===== src/rtl/riscv_mem_arbiter_if.sv =====
// Bus bundle between the two memory requesters (core, loader), the
// arbiter and the unified memory macro. The slave modport is the arbiter's
// view; the master modport is the environment driving requests and memory
// read data.
interface riscv_mem_arbiter_if #(
    parameter int AW = 32,
    parameter int DW = 32
);
    logic          c_req;
    logic          c_we;
    logic [AW-1:0] c_addr;
    logic [DW-1:0] c_wdata;
    logic          c_gnt;
    logic          c_done;

    logic          l_req;
    logic          l_we;
    logic [AW-1:0] l_addr;
    logic [DW-1:0] l_wdata;
    logic          l_gnt;
    logic          l_done;

    logic [DW-1:0] rdata;

    logic          mem_en;
    logic          mem_we;
    logic [AW-1:0] mem_addr;
    logic [DW-1:0] mem_wdata;
    logic [DW-1:0] mem_rdata;

    modport slave (
        input  c_req, c_we, c_addr, c_wdata,
        input  l_req, l_we, l_addr, l_wdata,
        input  mem_rdata,
        output c_gnt, c_done, l_gnt, l_done,
        output rdata,
        output mem_en, mem_we, mem_addr, mem_wdata
    );

    modport master (
        output c_req, c_we, c_addr, c_wdata,
        output l_req, l_we, l_addr, l_wdata,
        output mem_rdata,
        input  c_gnt, c_done, l_gnt, l_done,
        input  rdata,
        input  mem_en, mem_we, mem_addr, mem_wdata
    );
endinterface


===== src/rtl/riscv_mem_arbiter.sv =====
// Two-requester arbiter for the unified instruction/data memory of the
// multicycle RISC-V core. One access at a time: IDLE picks a winner and
// latches its command, ACCESS holds the memory command for MEM_LAT cycles,
// DONE pulses the owner's done. All outputs are registered.
module riscv_mem_arbiter #(
    parameter int AW          = 32,
    parameter int DW          = 32,
    parameter int MEM_LAT     = 2,
    parameter int PRIO_LOADER = 0
) (
    input  logic                clk,
    input  logic                rst,
    riscv_mem_arbiter_if.slave  bus
);
    typedef enum logic [1:0] {
        ST_IDLE   = 2'd0,
        ST_ACCESS = 2'd1,
        ST_DONE   = 2'd2
    } state_t;

    typedef enum logic {
        REQ_CORE   = 1'b0,
        REQ_LOADER = 1'b1
    } req_id_t;

    localparam int            CW        = (MEM_LAT < 32'sd1) ? 32'sd1 : $clog2(MEM_LAT + 32'sd1);
    localparam logic [CW-1:0] CNT_INIT  = CW'(MEM_LAT - 32'sd1);
    localparam logic [CW-1:0] CNT_ONE   = CW'(32'sd1);
    localparam logic [CW-1:0] CNT_ZERO  = CW'(32'sd0);

    state_t        state_r,  state_s;
    req_id_t       owner_r,  owner_s;
    req_id_t       last_r,   last_s;
    logic [CW-1:0] cnt_r,    cnt_s;
    logic          mem_en_r, mem_en_s;
    logic          mem_we_r, mem_we_s;
    logic [AW-1:0] mem_addr_r,  mem_addr_s;
    logic [DW-1:0] mem_wdata_r, mem_wdata_s;
    logic [DW-1:0] rdata_r,  rdata_s;
    logic          c_gnt_r,  c_gnt_s;
    logic          l_gnt_r,  l_gnt_s;
    logic          c_done_r, c_done_s;
    logic          l_done_r, l_done_s;

    req_id_t       win_s;
    logic          tie_s;

    // Pick the requester to serve when both ask at once: fixed loader
    // priority, or alternate away from the last tie winner.
    always_comb begin
        tie_s = bus.c_req & bus.l_req;
        win_s = REQ_CORE;
        if (tie_s) begin
            if (PRIO_LOADER != 32'sd0) begin
                win_s = REQ_LOADER;
            end else if (last_r == REQ_LOADER) begin
                win_s = REQ_CORE;
            end else begin
                win_s = REQ_LOADER;
            end
        end else if (bus.l_req) begin
            win_s = REQ_LOADER;
        end else begin
            win_s = REQ_CORE;
        end
    end

    // Next state and next values of every registered output.
    always_comb begin
        state_s     = state_r;
        owner_s     = owner_r;
        last_s      = last_r;
        cnt_s       = cnt_r;
        mem_en_s    = 1'b0;
        mem_we_s    = 1'b0;
        mem_addr_s  = mem_addr_r;
        mem_wdata_s = mem_wdata_r;
        rdata_s     = rdata_r;
        c_gnt_s     = 1'b0;
        l_gnt_s     = 1'b0;
        c_done_s    = 1'b0;
        l_done_s    = 1'b0;
        case (state_r)
            ST_IDLE: begin
                if (bus.c_req | bus.l_req) begin
                    state_s  = ST_ACCESS;
                    owner_s  = win_s;
                    cnt_s    = CNT_INIT;
                    mem_en_s = 1'b1;
                    // Only a contested grant moves the round-robin pointer.
                    if (tie_s && (PRIO_LOADER == 32'sd0)) begin
                        last_s = win_s;
                    end else begin
                        last_s = last_r;
                    end
                    if (win_s == REQ_LOADER) begin
                        mem_we_s    = bus.l_we;
                        mem_addr_s  = bus.l_addr;
                        mem_wdata_s = bus.l_wdata;
                        l_gnt_s     = 1'b1;
                    end else begin
                        mem_we_s    = bus.c_we;
                        mem_addr_s  = bus.c_addr;
                        mem_wdata_s = bus.c_wdata;
                        c_gnt_s     = 1'b1;
                    end
                end else begin
                    state_s = ST_IDLE;
                end
            end
            ST_ACCESS: begin
                if (cnt_r == CNT_ZERO) begin
                    state_s = ST_DONE;
                    // Read data is valid in the last access cycle only.
                    if (!mem_we_r) begin
                        rdata_s = bus.mem_rdata;
                    end else begin
                        rdata_s = rdata_r;
                    end
                    if (owner_r == REQ_LOADER) begin
                        l_done_s = 1'b1;
                    end else begin
                        c_done_s = 1'b1;
                    end
                end else begin
                    cnt_s    = cnt_r - CNT_ONE;
                    mem_en_s = 1'b1;
                    mem_we_s = mem_we_r;
                end
            end
            ST_DONE: begin
                state_s = ST_IDLE;
            end
            default: begin
                state_s = ST_IDLE;
            end
        endcase
    end

    // State and output registers; reset clears every output at once.
    always_ff @(posedge clk or negedge rst) begin
        if (!rst) begin
            state_r     <= ST_IDLE;
            owner_r     <= REQ_LOADER;
            last_r      <= REQ_LOADER;
            cnt_r       <= CNT_ZERO;
            mem_en_r    <= 1'b0;
            mem_we_r    <= 1'b0;
            mem_addr_r  <= {AW{1'b0}};
            mem_wdata_r <= {DW{1'b0}};
            rdata_r     <= {DW{1'b0}};
            c_gnt_r     <= 1'b0;
            l_gnt_r     <= 1'b0;
            c_done_r    <= 1'b0;
            l_done_r    <= 1'b0;
        end else begin
            state_r     <= state_s;
            owner_r     <= owner_s;
            last_r      <= last_s;
            cnt_r       <= cnt_s;
            mem_en_r    <= mem_en_s;
            mem_we_r    <= mem_we_s;
            mem_addr_r  <= mem_addr_s;
            mem_wdata_r <= mem_wdata_s;
            rdata_r     <= rdata_s;
            c_gnt_r     <= c_gnt_s;
            l_gnt_r     <= l_gnt_s;
            c_done_r    <= c_done_s;
            l_done_r    <= l_done_s;
        end
    end

    assign bus.mem_en    = mem_en_r;
    assign bus.mem_we    = mem_we_r;
    assign bus.mem_addr  = mem_addr_r;
    assign bus.mem_wdata = mem_wdata_r;
    assign bus.rdata     = rdata_r;
    assign bus.c_gnt     = c_gnt_r;
    assign bus.l_gnt     = l_gnt_r;
    assign bus.c_done    = c_done_r;
    assign bus.l_done    = l_done_r;
endmodule


===== src/flat_wrapper.sv =====
// flat-port wrapper written by rule: the top's interface ports become plain ports
module riscv_mem_arbiter_flat 
#(
    parameter int AW          = 32,
    parameter int DW          = 32,
    parameter int MEM_LAT     = 2,
    parameter int PRIO_LOADER = 0
)
  (clk, rst, bus_c_req, bus_c_we, bus_c_addr, bus_c_wdata, bus_l_req, bus_l_we, bus_l_addr, bus_l_wdata, bus_mem_rdata, bus_c_gnt, bus_c_done, bus_l_gnt, bus_l_done, bus_rdata, bus_mem_en, bus_mem_we, bus_mem_addr, bus_mem_wdata);
  riscv_mem_arbiter_if #(.AW(AW), .DW(DW)) bus_i ();
  input  logic clk;
  input  logic rst;
  input wire logic [$bits(bus_i.c_req)-1:0] bus_c_req;
  input wire logic [$bits(bus_i.c_we)-1:0] bus_c_we;
  input wire logic [$bits(bus_i.c_addr)-1:0] bus_c_addr;
  input wire logic [$bits(bus_i.c_wdata)-1:0] bus_c_wdata;
  input wire logic [$bits(bus_i.l_req)-1:0] bus_l_req;
  input wire logic [$bits(bus_i.l_we)-1:0] bus_l_we;
  input wire logic [$bits(bus_i.l_addr)-1:0] bus_l_addr;
  input wire logic [$bits(bus_i.l_wdata)-1:0] bus_l_wdata;
  input wire logic [$bits(bus_i.mem_rdata)-1:0] bus_mem_rdata;
  output wire logic [$bits(bus_i.c_gnt)-1:0] bus_c_gnt;
  output wire logic [$bits(bus_i.c_done)-1:0] bus_c_done;
  output wire logic [$bits(bus_i.l_gnt)-1:0] bus_l_gnt;
  output wire logic [$bits(bus_i.l_done)-1:0] bus_l_done;
  output wire logic [$bits(bus_i.rdata)-1:0] bus_rdata;
  output wire logic [$bits(bus_i.mem_en)-1:0] bus_mem_en;
  output wire logic [$bits(bus_i.mem_we)-1:0] bus_mem_we;
  output wire logic [$bits(bus_i.mem_addr)-1:0] bus_mem_addr;
  output wire logic [$bits(bus_i.mem_wdata)-1:0] bus_mem_wdata;
  assign bus_i.c_req = bus_c_req;
  assign bus_i.c_we = bus_c_we;
  assign bus_i.c_addr = bus_c_addr;
  assign bus_i.c_wdata = bus_c_wdata;
  assign bus_i.l_req = bus_l_req;
  assign bus_i.l_we = bus_l_we;
  assign bus_i.l_addr = bus_l_addr;
  assign bus_i.l_wdata = bus_l_wdata;
  assign bus_i.mem_rdata = bus_mem_rdata;
  assign bus_c_gnt = bus_i.c_gnt;
  assign bus_c_done = bus_i.c_done;
  assign bus_l_gnt = bus_i.l_gnt;
  assign bus_l_done = bus_i.l_done;
  assign bus_rdata = bus_i.rdata;
  assign bus_mem_en = bus_i.mem_en;
  assign bus_mem_we = bus_i.mem_we;
  assign bus_mem_addr = bus_i.mem_addr;
  assign bus_mem_wdata = bus_i.mem_wdata;
  riscv_mem_arbiter #(.AW(AW), .DW(DW), .MEM_LAT(MEM_LAT), .PRIO_LOADER(PRIO_LOADER)) u_core (.clk(clk), .rst(rst), .bus(bus_i));
endmodule

===== config.mk =====
export PLATFORM = sky130hd
export DESIGN_NAME = riscv_mem_arbiter_flat
export DESIGN_NICKNAME = d
export VERILOG_FILES = /design/src/rtl/riscv_mem_arbiter_if.sv /design/src/rtl/riscv_mem_arbiter.sv /design/src/flat_wrapper.sv
export SDC_FILE = /design/constraint.sdc
export NUM_CORES = 1
export LEC_CHECK = 0
export ABC_CLOCK_PERIOD_IN_PS = 1430
export CELL_PAD_IN_SITES_DETAIL_PLACEMENT = 1
export CELL_PAD_IN_SITES_GLOBAL_PLACEMENT = 1
export CORE_AREA = 4 4 145 147
export CTS_CLUSTER_DIAMETER = 120
export DETAILED_ROUTE_END_ITERATION = 6
export DIE_AREA = 0 0 149 151
export PLACE_DENSITY_LB_ADDON = 0.1
export REMOVE_ABC_BUFFERS = 1
export SYNTH_ARGS = -nofsm -noshare
export SYNTH_HDL_FRONTEND = slang
export SYNTH_SLANG_ARGS = --single-unit

===== constraint.sdc =====
create_clock -name clk -period 1.43 [get_ports clk]
set_input_delay 0.286 -clock clk [delete_from_list [all_inputs] [get_ports clk]]
set_output_delay 0.286 -clock clk [all_outputs]
set_load 0.02 [all_outputs]

Word level (Yosys, flattened, before mapping)
Index checks and enable logic that the tools add are counted.
- bits in registers: 108
- bits of input ports: 166
- output and inout bits: 102
- add/subtract/negate cells: 1
- eq/ne operators: 4
- muxes and demuxes: 30
- bitwise logic cells: 3
- reductions and logical operators: 7
- operator list (operator ; number):
    $mux W32 ; 2
    $mux W1 ; 21
    $reduce_and A3 Y1 ; 3
    $pmux W2 S2 ; 2
    $mux W2 ; 3
    $logic_not A2 Y1 ; 2
    $ne A2 B1 Y1 const B ; 2
    $pmux W1 S2 ; 2
    $eq A2 B1 Y1 const B ; 1
    $ne A2 B2 Y1 const B ; 1
    $reduce_and A2 Y1 ; 1
    $reduce_bool A2 Y1 ; 1
    $sub A2 B1 Y2 const B ; 1
    $and A1 B1 Y1 ; 1
    $not A1 Y1 ; 1
    $or A1 B1 Y1 ; 1

Depth between registers and ports, before layout
- word-level depth: 5
- gate-level depth with buffers: 6
- gate-level depth less buffers: 5

Worst setup path after synthesis
No wires, ideal clock.
- path type: register to register
- start: reg u_core.cnt_r[0]
- end: reg u_core.rdata_r[10], in the netlist u_core.bus.rdata[10]
- library setup time: 128 ps
- arrival time: 1360 ps
- path slack: -57 ps
- stages on the path, launching flop included: 7
- path buffers: 1
- path through: dfrtp_1 > inv_1 > ha_1 > nand3b_4 > nor2_4 > buf_4 > mux2_1
- longest elaborated chain between the ends: 2
- ends and longest elaborated chain (element ; line ; text):
    start: declaration ; riscv_mem_arbiter.sv:34 ; logic [CW-1:0] cnt_r, cnt_s;
    start signal: assignment ; riscv_mem_arbiter.sv:160 ; cnt_r <= cnt_s;
    $logic_not A2 Y1 ; riscv_mem_arbiter.sv:112 ; if (cnt_r == CNT_ZERO) begin
    $reduce_and A3 Y1 (no source line) ; n/a ;
    end signal: assignment ; riscv_mem_arbiter.sv:151 ; rdata_r <= {DW{1'b0}};
    end signal: assignment ; riscv_mem_arbiter.sv:165 ; rdata_r <= rdata_s;
    end: declaration ; riscv_mem_arbiter.sv:39 ; logic [DW-1:0] rdata_r, rdata_s;
Every way passes these cells.
A chain may end at the register's enable or synchronous reset.

Worst setup path after layout
- start: reg u_core.cnt_r[1]
- end: reg u_core.rdata_r[0], in the netlist u_core.bus.rdata[0]
Same word-level chain as after synthesis.

==> run_results.csv <==
group,metric,value,unit
place,placed_area,0.00823,mm^2
pwr,leakage,3.94,nW
sta,final_hold_viol_count,0,
sta,slew_headroom,77.1,%
synthesis,yosysTopAreaCell,"dfrtp_1",
sta,finClkSkew,0.00840,ns
worst_setup_path,cp.buffers_inverters,3,
worst_setup_path,worst-path-max-fanout,8,
synthesis,synth.avg_cell_area,10.8,um^2
floorplan,fp.dieH,151,um
layout,final_util,49.1,%
clocking,cts.htree.levels,3,
worst_setup_path,worstReg2RegEnd,"u_core.bus.rdata[0]",
synthesis,synth_area_leaders,"dfrtp_1, nand2_1, a41oi_1",
worst_setup_path,crit_slowest_cell,"dfrtp_1",
sta,worst_slew_pin_slew,0.344,ns
worst_setup_path,end_kind,"flip-flop",
global_route,grt_usage,17.3,%
routing,firstDrtPassIters,4,
layout,syn2layout_area_growth,93.0,%
floorplan,core,0.0199,mm^2
pwr,pwr-share-comb,61.6,%
floorplan,fp.dieW,149,um
clocking,path_clk_slew,0.08,ns
floorplan,die-area,0.0225,mm^2
floorplan,num_io_pins,268,
worst_setup_path,startpoint,"u_core.cnt_r[1]",
synthesis,synth_warnings,0,
global_route,antenna_found_initial,2,
worst_setup_path,path_cells,"inv_2, ha_4, nand3b_4, nor2_4, buf_4, buf_12, mux2_2",
worst_setup_path,cp_top_family,"flip-flops",
synthesis,synthArstFlopShare,100,%
clocking,clock-sinks,108,
sta,period_needed,1.59,ns
outcome,violations,"setup timing",
place,gp_congestion,0.781,
synthesis,yosysMostFrequentCell,"nand2_1",
worst_setup_path,arrival,1.84,ns
routing,drcViolationCount,0,
routing,antenna_left,0,
sta,rsz0062_at_grt,"true",
clocking,cts_tree,"yes",
worst_setup_path,cp-start-kind,"flip-flop",
routing,vias,5007,
routing,wirelength,21.9,mm
sta,setup_ws,-0.162,ns
clocking,clockBufferDepth,2,
global_route,grt_max_degree,58,
place,port_buffers,267,
synthesis,synth_top_area_share,52.4,%
hold_path,min_path_type,"in -> async",
worst_setup_path,cpPeakStageDelay,0.40,ns
worst_setup_path,path_class,"reg -> reg",
worst_setup_path,worst_ep_required_time,1.68,ns
routing,wire_per_inst,21.0,um
place,dp_hpwl,14.3,mm
synthesis,post_synth_instance_area,0.00506,mm^2
worst_setup_path,r2r-start,"u_core.cnt_r[1]",
worst_setup_path,rrSetupSlack,-0.16,ns
global_route,grt_pass1_wl,30.5,mm
clocking,clockRootBuffer,"clkbuf_16",
floorplan,num_rows,52,
flow_run,maxCapViolCount,0,
pwr,p_switching,8.93,mW
routing,first_iter_violations,147,
layout,num-fill-cells,2137,
sta,hold_ws,0.263,ns
sta,max_freq,628,MHz
floorplan,start_util,25.4,%
sta,slew_viol_final,0,
synthesis,syn_inst,470,
pwr,seqPwrFrac,26.4,%
synthesis,ys_seq_area_share,53.4,%
routing,vias_per_cell,4.80,
place,dp_slack,-0.428,ns
synthesis,synth_edf_count,0,
pwr,sw_frac_of_total,41.7,%
outcome,outcome,"finished, violations left",
clocking,insertion_delay,0.36,ns
pwr,vdd_drop_max,745,uV
worst_setup_path,r2r_cells,7,
synthesis,synth_seq_cells,108,
global_route,overflow,0,
pwr,power_density,2200,mW/mm^2
sta,fin_crit_sh,111,%
pwr,p_clk_share,12.0,%
pwr,p_total,21.4,mW
layout,drive_above_1_share,28.4,%
global_route,grt_pass1_vias,5335,
synthesis,ys_types,32,
pwr,p_int,12.5,mW
clocking,cts_made_buffers,9,
synthesis,synth_common_cells,"nand2_1, dfrtp_1, a21oi_1",
sta,finalSetupViolCount,70,
layout,fin_nets,933,
synthesis,ys.flop_type,"dfrtp_1",
layout,final_area,0.00977,mm^2
-- logic make-up (layout without fill, tap and decap cells) --
group	count (synthesis)	in the layout	synth area share, %
AO/OA/AOI/OAI	134	134	21.4
AND/OR/NAND/NOR	141	141	11.3
buffers and inverters	51	352	5.93
other	0	2	0
flip-flops	108	108	53.4
adder cells (fa/ha/maj)	1	1	0.247
XOR/XNOR	1	1	0.173
multiplexers	34	34	7.51
-- cells in the final DEF, fill, tap and decap left out, types with 2 or more instances in the layout --
| cell type | synthesis | final |
|---|---|---|
| clkdlybuf4s50_1 | 0 | 162 |
| nand2_1 | 130 | 130 |
| dfrtp_1 | 106 | 105 |
| dlygate4sd2_1 | 0 | 79 |
| a41oi_2 | 20 | 58 |
| a21oi_1 | 64 | 29 |
| a21oi_4 | 0 | 21 |
| buf_12 | 0 | 21 |
| clkbuf_16 | 0 | 20 |
| mux2_4 | 0 | 18 |
| a21oi_2 | 1 | 15 |
| mux2_1 | 30 | 13 |
| clkdlybuf4s15_1 | 0 | 13 |
| buf_4 | 10 | 12 |
| buf_6 | 6 | 10 |
| clkbuf_2 | 0 | 10 |
| buf_8 | 0 | 6 |
| a41oi_1 | 44 | 5 |
| buf_16 | 0 | 4 |
| inv_1 | 5 | 3 |
| clkinv_4 | 0 | 3 |
| diode_2 | 0 | 2 |
| inv_2 | 0 | 2 |
| nor2_4 | 1 | 2 |
| nor2_1 | 2 | 2 |
| mux2i_1 | 2 | 2 |
| inv_8 | 0 | 2 |
| dlymetal6s2s_1 | 0 | 2 |
| dfstp_2 | 2 | 2 |
-- worst reg2reg max path, stage by stage, from the launching register on --
cell and delay, ns:
dfrtp_1 0.40, inv_2 0.07, ha_4 0.14, nand3b_4 0.09, nor2_4 0.17, buf_4 0.15
buf_12 0.13, mux2_2 0.34
-- repair_timing --
item,CTS,global route
endpoints found under the setup margin,157,106
hold endpoints to repair,106,0
gates cloned,6,14
hold buffers,1,0
resized for setup,124,166
buffers inserted,4,13
pin swaps,2,6
-- registers in the layout, summed over array words and instances, names as in the netlist --
signal                cells
u_core.bus.l_done         1
u_core.bus.rdata         32
u_core.cnt_r              2
u_core.bus.l_gnt          1
u_core.last_r             1
u_core.owner_r            1
u_core.bus.mem_wdata     32
u_core.state_r            2
u_core.bus.c_gnt          1
u_core.bus.mem_we         1
u_core.bus.mem_en         1
u_core.bus.c_done         1
u_core.bus.mem_addr      32
-- power by group through the flow --
stage | clock network (mW) | logic [mW] | registers (mW)
final | 2.56 | 13.2 | 5.66
after detailed placement | 0 | 10.3 | 5.52
after floorplan | 0 | 2.60 | 7.17
after CTS | 2.66 | 10.5 | 5.44
after global placement | 0 | 10.1 | 5.46
after global routing | 2.76 | 14.0 | 5.87
-- per-layer routing --
layer	track usage (%)	wire, um	share of wire (%)
met1	20.7	8810	40
met2	31.1	11700	53
met3	3.32	955	4.4
met4	6.22	413	1.9
met5	0	0	0
-- area by class of cell --
| class | instances | area [um^2] | share of cell area (%) |
|---|---|---|---|
| sequential | 108 | 2710 | 27.7 |
| timing repair buffer | 331 | 3630 | 37.1 |
| tap | 270 | 338 | 3.46 |
| multi-input combinational | 311 | 2780 | 28.4 |
| clock buffer | 10 | 239 | 2.45 |
| clock inverter | 6 | 56.3 | 0.576 |
| antenna | 2 | 5.00 | 0.0512 |
| inverter | 5 | 18.8 | 0.192 |
-- stage by stage --
stage,TNS (ns),cells
5_1_grt,-11.51,1043
3_3_place_gp,-25.38,991
3_5_place_dp,-28.92,991
2_1_floorplan,-171.51,424
6_report,-5.66,1043
4_1_cts,-3.38,1018
-- worst max path at each step --
stage	slack [ns]	depth (start not counted)	to
6_report	-0.16	7	u_core.bus.rdata[0]
5_1_grt	-0.22	7	u_core.bus.rdata[27]
4_1_cts	-0.14	7	u_core.bus.rdata[16]
3_5_place_dp	-0.43	5	u_core.bus.mem_wdata[15]
3_3_place_gp	-0.37	5	u_core.bus.mem_addr[5]
2_1_floorplan	-2.28	3	u_core.owner_r
Note: power is estimated with default switching activity, not from simulation.
